### src/rtl/cdu_pkg.sv
// Shared definitions for the CDU coarse resolver loop: sequencer states,
// DC switch bit positions and the octant-to-switch-pair table.
package cdu_pkg;

    typedef enum logic [2:0] {
        StIdle,
        StGapA,
        StDriveA,
        StGapB,
        StDriveB,
        StResolve
    } state_e;

    // Bit positions in the dc vector; DCn lives at bit n-1.
    localparam int unsigned DC1  = 0;
    localparam int unsigned DC2  = 1;
    localparam int unsigned DC3  = 2;
    localparam int unsigned DC4  = 3;
    localparam int unsigned DC5  = 4;
    localparam int unsigned DC6  = 5;
    localparam int unsigned DC7  = 6;
    localparam int unsigned DC8  = 7;
    localparam int unsigned DC9  = 8;
    localparam int unsigned DC10 = 9;
    localparam int unsigned DC11 = 10;
    localparam int unsigned DC12 = 11;

    typedef struct packed {
        logic [3:0] sin_bit;
        logic [3:0] cos_bit;
    } sw_pair_t;

    localparam sw_pair_t OCT_TABLE [8] = '{
        '{sin_bit: 4'(DC3), cos_bit: 4'(DC5)},
        '{sin_bit: 4'(DC4), cos_bit: 4'(DC6)},
        '{sin_bit: 4'(DC2), cos_bit: 4'(DC6)},
        '{sin_bit: 4'(DC1), cos_bit: 4'(DC5)},
        '{sin_bit: 4'(DC1), cos_bit: 4'(DC7)},
        '{sin_bit: 4'(DC2), cos_bit: 4'(DC8)},
        '{sin_bit: 4'(DC4), cos_bit: 4'(DC8)},
        '{sin_bit: 4'(DC3), cos_bit: 4'(DC7)}
    };

endpackage

### src/rtl/coarse_decode.sv
// Combinational decode of octant, reference bits and test phase into the
// twelve coarse summing-network switch enables.
module coarse_decode
    import cdu_pkg::*;
(
    input  logic [2:0]  oct,
    input  logic [3:0]  res,
    input  logic        phase,
    output logic [11:0] pattern
);

    logic [2:0] sin_oct;

    // Phase B borrows the sine switch from the opposite half-turn octant.
    assign sin_oct = phase ? (oct ^ 3'b100) : oct;

    always_comb begin
        pattern = '0;
        pattern[OCT_TABLE[sin_oct].sin_bit] = 1'b1;
        pattern[OCT_TABLE[oct].cos_bit]     = 1'b1;
        pattern[DC9]  = res[3];
        pattern[DC10] = res[2];
        pattern[DC11] = res[1];
        pattern[DC12] = res[0];
    end

endmodule

### src/rtl/coarse_seq.sv
// Coarse error-loop sequencer: snapshots the angle, drives two switch test
// phases, samples the Schmitt trigger and issues count requests / error flag.
module coarse_seq
    import cdu_pkg::*;
#(
    parameter int unsigned SETTLE_CYC = 16,
    parameter int unsigned ERR_CNT    = 2
) (
    input  logic        clk,
    input  logic        rst,
    input  logic        en,
    input  logic [15:0] angle,
    input  logic        sample_strb,
    input  logic        tlc1h,
    output logic [11:0] dc,
    output logic        cnt_up,
    output logic        cnt_dn,
    output logic        coarse_err,
    output logic        busy
);

    state_e      state_q, state_d;
    logic [2:0]  oct_q, oct_d;
    logic [3:0]  res_q, res_d;
    logic [7:0]  settle_q, settle_d;
    logic        a_hit_q, a_hit_d;
    logic [3:0]  err_cnt_q, err_cnt_d;
    logic [11:0] dc_q, dc_d;
    logic        cnt_up_q, cnt_up_d;
    logic        cnt_dn_q, cnt_dn_d;
    logic        coarse_err_q, coarse_err_d;
    logic        busy_q, busy_d;
    logic [11:0] pattern;
    logic        fault;

    coarse_decode u_decode (
        .oct     (oct_q),
        .res     (res_q),
        .phase   (state_d == StDriveB),
        .pattern (pattern)
    );

    always_comb begin
        state_d      = state_q;
        oct_d        = oct_q;
        res_d        = res_q;
        settle_d     = settle_q;
        a_hit_d      = a_hit_q;
        err_cnt_d    = err_cnt_q;
        coarse_err_d = coarse_err_q;
        cnt_up_d     = 1'b0;
        cnt_dn_d     = 1'b0;
        fault        = 1'b0;

        unique case (state_q)
            StIdle: begin
                if (en) begin
                    state_d = StGapA;
                    oct_d   = angle[15:13];
                    res_d   = angle[12:9];
                end
            end
            StGapA: begin
                state_d  = StDriveA;
                settle_d = 8'(SETTLE_CYC);
            end
            StDriveA: begin
                if (settle_q != 8'd0) begin
                    settle_d = settle_q - 8'd1;
                end else if (sample_strb) begin
                    a_hit_d = tlc1h;
                    state_d = StGapB;
                end
            end
            StGapB: begin
                state_d  = StDriveB;
                settle_d = 8'(SETTLE_CYC);
            end
            StDriveB: begin
                if (settle_q != 8'd0) begin
                    settle_d = settle_q - 8'd1;
                end else if (sample_strb) begin
                    // B result is used straight from tlc1h so the pulse and the
                    // error flag land on the edge that enters RESOLVE.
                    state_d  = StResolve;
                    cnt_up_d = a_hit_q & ~tlc1h;
                    cnt_dn_d = ~a_hit_q & tlc1h;
                    fault    = a_hit_q & tlc1h;
                    if (a_hit_q | tlc1h) begin
                        err_cnt_d = (err_cnt_q == 4'hF) ? 4'hF : err_cnt_q + 4'd1;
                    end else begin
                        err_cnt_d = 4'd0;
                    end
                    coarse_err_d = (32'(err_cnt_d) >= ERR_CNT) | fault;
                end
            end
            StResolve: begin
                state_d = StIdle;
            end
            default: begin
                state_d = StIdle;
            end
        endcase

        dc_d   = ((state_d == StDriveA) || (state_d == StDriveB)) ? pattern : 12'd0;
        busy_d = (state_d != StIdle);
    end

    always_ff @(posedge clk) begin
        if (rst) begin
            state_q      <= StIdle;
            oct_q        <= 3'd0;
            res_q        <= 4'd0;
            settle_q     <= 8'd0;
            a_hit_q      <= 1'b0;
            err_cnt_q    <= 4'd0;
            dc_q         <= 12'd0;
            cnt_up_q     <= 1'b0;
            cnt_dn_q     <= 1'b0;
            coarse_err_q <= 1'b0;
            busy_q       <= 1'b0;
        end else begin
            state_q      <= state_d;
            oct_q        <= oct_d;
            res_q        <= res_d;
            settle_q     <= settle_d;
            a_hit_q      <= a_hit_d;
            err_cnt_q    <= err_cnt_d;
            dc_q         <= dc_d;
            cnt_up_q     <= cnt_up_d;
            cnt_dn_q     <= cnt_dn_d;
            coarse_err_q <= coarse_err_d;
            busy_q       <= busy_d;
        end
    end

    assign dc         = dc_q;
    assign cnt_up     = cnt_up_q;
    assign cnt_dn     = cnt_dn_q;
    assign coarse_err = coarse_err_q;
    assign busy       = busy_q;

endmodule

### config.mk
export PLATFORM = sky130hd
export DESIGN_NAME = coarse_seq
export DESIGN_NICKNAME = d
export VERILOG_FILES = /design/src/rtl/cdu_pkg.sv /design/src/rtl/coarse_decode.sv /design/src/rtl/coarse_seq.sv
export SDC_FILE = /design/constraint.sdc
export NUM_CORES = 1
export LEC_CHECK = 0
export ABC_AREA = 1
export CORE_UTILIZATION = 51
export CTS_BUF_LIST = sky130_fd_sc_hd__clkbuf_16
export DETAILED_ROUTE_END_ITERATION = 8
export HOLD_SLACK_MARGIN = 0.06
export PLACE_DENSITY_LB_ADDON = 0.25
export SYNTH_ARGS = -nofsm -noshare
export SYNTH_HDL_FRONTEND = slang
export SYNTH_HIERARCHICAL = 1
export SYNTH_SLANG_ARGS = --single-unit
### constraint.sdc
create_clock -name clk -period 2.1 [get_ports clk]
set_input_delay 0.21 -clock clk [delete_from_list [all_inputs] [get_ports clk]]
set_output_delay 0.21 -clock clk [all_outputs]
set_load 0.01 [all_outputs]
==> out/metrics.csv <==
metric;value;unit
status;finished clean;
drt first pass iters;4;
worst path arrival time;2.03;ns
register area share after synthesis;0.420;
initial antenna violation count;0;
Clk Latency, worst-skew pair;0.28;ns
met1 Usage GRT;0.255;
pin count of the biggest net entering global routing;22;
first-pass GRT wire length;6.15;mm
Setup crit end kind;flop;
Worst-Margin Slew;0.361;ns
FF+latch count, synth;39;
CP max stage cell;dfxtp_1;
total global routing overflow;0;
crit path to;dc[0]$_SDFF_PP0_;
Ys Warns;6;
Setup Slack @ Placement;0.219;ns
Diodes inserted;0;
CP peak stage delay;0.31;ns
GR Layer Usage met2;0.309;
Netlist Area Pre-Place;1860;um^2
post-synth cell types;28;
Hold-fix buffers, CTS;0;
Initial Utilization;0.544;
CTS Buf Count;5;
commonest non-fill, non-tap cells in the layout;57 x nand2_1, 43 x nor2_1, 39 x inv_1, 39 x dfxtp_1, 27 x clkdlybuf4s50_1;
Area growth, synth to finish;24.6;%
DRC viols;0;
Clock Pin Slew Worst Setup and Hold Paths;0.06;ns
cell area power density;852;nW/um^2
Final GP Congestion;0.866;
final setup fails;0;
Die Ht;62.3;um
final wirelength;3.39;mm
total track usage;0.199;
maxcap violations;0;
Post-Layout Cell Count;343;
Slew HR;0.760;
final slew viol count;0;
GR peak layer;met2;
overall die width;62.3;um
Ports;37;
r2r endpoint;dc[0]$_SDFF_PP0_;
clock skew;0.00292;ns
reg2reg setup slack;0.28;ns
Worst setup SP type;flop;
crit-path cells;inv_2 -> ha_1 -> inv_1 -> nor2_1 -> nand2_2 -> nor2_4 -> nand2_1 -> nand2_1 -> nor2_1 -> inv_1 -> nand2_1 -> nand3_1 -> nand2_1 -> nor2_1 -> inv_1 -> nor2_1;
Final Hold Fails;0;
final worst path period need;1.82;ns
Vias/cell;4.74;
vias in the first global route;1442;
Final period util;0.866;
layout cells sized above 1;0.111;
Final #Nets;320;
dpl cells;333;
root buffer cell;clkbuf_16;
commonest non-fill, non-tap cell in the layout;nand2_1;
Rows;21;
Buffers on Ports;27;
ANT nets after route;0;
CP required;2.32;ns
Worst Hold Class;reg2reg;
GR Util met3;0.0496;
WL per Instance;9.87;um
syn nets;289;
Mapped Avg Cell Area;7.01;um^2
crit path from;settle_q[0]$_SDFFE_PP0P_;
Via Count;1625;
clk buf depth;2;
DIE AREA;3890;um^2
clk sink count;39;
setup TNS;0;ns
Gate Count Post-Synth;265;
initial detailed-routing violation count;105;
R2R Path Start;settle_q[0]$_SDFFE_PP0P_;
LEAKAGE;0.997;nW
Max Fclk;0.550;GHz
htree depth;2;
post-DP HPWL;2.31;mm
RSZ-0062 raised after global routing;false;
Worst Reg-to-Reg Cells;16;
crit-path max FO;6;
VDD IR max;0.557;mV
TritonCTS clock tree;built;
Core ar.;3420;um^2
crit path kind;reg2reg;
fin worst setup slack;0.281;ns
[sequential cells by signal, indices dropped and copies added (netlist names)]
name and count:
settle_q 8, state_q 3, dc 12, cnt_dn 1
a_hit_q 1, cnt_up 1, busy 1, res_q 4
coarse_err 1, err_cnt_q 4, oct_q 3
[layer usage]
metal  wire length (um)  up-vias
li1                   -      885
met1               1690      698
met2               1500       36
met3                137        6
met4                 59        0
met5                  0        -
[timing repair]
action                     4_1_cts  5_1_grt
gates resized for setup          0        1
setup buffers                    0        2
setup endpoints to repair        0        4
[final cells by class]
class | count | area, um^2
fill | 312 | 1100
multi-input combinational | 176 | 868
sequential | 39 | 781
timing repair buffer | 32 | 308
inverter | 42 | 158
clock buffer | 5 | 125
tap | 46 | 57.6
clock inverter | 3 | 16.3
[kinds of logic after synthesis]
family                     share of synthesized area
and+or+nand+nor                                0.338
buffers and inverters                          0.112
DFF                                            0.420
AOI/OAI and AO/OA                             0.0910
xor gates and xnor gates                      0.0182
adders and majority gates                     0.0202
[power by group]
group / internal, mW / total, mW / switching, mW
clock: 0.433 / 0.723 / 0.290
sequential: 0.783 / 0.810 / 0.0273
combinational: 0.178 / 0.438 / 0.260
[critical path, delay by kind of cell, from the launching register on]
family | cells | cell delay (ns)
flops | 1 | 0.31
simple gates | 11 | 1.05
fa+ha+maj | 1 | 0.15
buf+inv | 4 | 0.25
[metrics by stage]
step / hold WS, ns / power (mW) / util / instance area [um^2]
after global routing: 0.459 / 2.08 / 0.677 / 2310
after global placement: 0.417 / 1.23 / 0.632 / 2160
after floorplan: 0.279 / 1.14 / - / 1860
final: 0.426 / 1.97 / 0.677 / 2310
after detailed placement: 0.419 / 1.23 / 0.632 / 2160
after CTS: 0.429 / 1.96 / 0.673 / 2300
[worst min-delay path by stage]
stage	from	endpoint	slack [ns]	cells past startpoint
after floorplan	rst	res_q[3]$_SDFFE_PP0P_	0.28	1
after global placement	res_q[0]$_SDFFE_PP0P_	dc[11]$_SDFF_PP0_	0.42	2
after detailed placement	res_q[2]$_SDFFE_PP0P_	dc[9]$_SDFF_PP0_	0.42	2
after CTS	res_q[2]$_SDFFE_PP0P_	dc[9]$_SDFF_PP0_	0.43	2
after global routing	res_q[2]$_SDFFE_PP0P_	dc[9]$_SDFF_PP0_	0.46	2
final	res_q[2]$_SDFFE_PP0P_	dc[9]$_SDFF_PP0_	0.43	2
[cell usage after synthesis (all sizes together)]
| library cell | instances | share of area |
|---|---|---|
| nor2 | 47 | 0.11 |
| o21ai | 5 | 0.015 |
| a21oi | 23 | 0.068 |
| dfxtp | 39 | 0.42 |
| a211oi | 1 | 0.0040 |
| nor3 | 3 | 0.017 |
| clkbuf | 2 | 0.0040 |
| nand2 | 64 | 0.14 |
| nand3 | 24 | 0.067 |
| xnor2 | 1 | 0.0088 |
| xor2 | 2 | 0.0094 |
| ha | 3 | 0.020 |
| buf | 6 | 0.023 |
| inv | 42 | 0.085 |
| nand4 | 2 | 0.0067 |
| a31oi | 1 | 0.0034 |
Power figures use the tool's default switching activity.
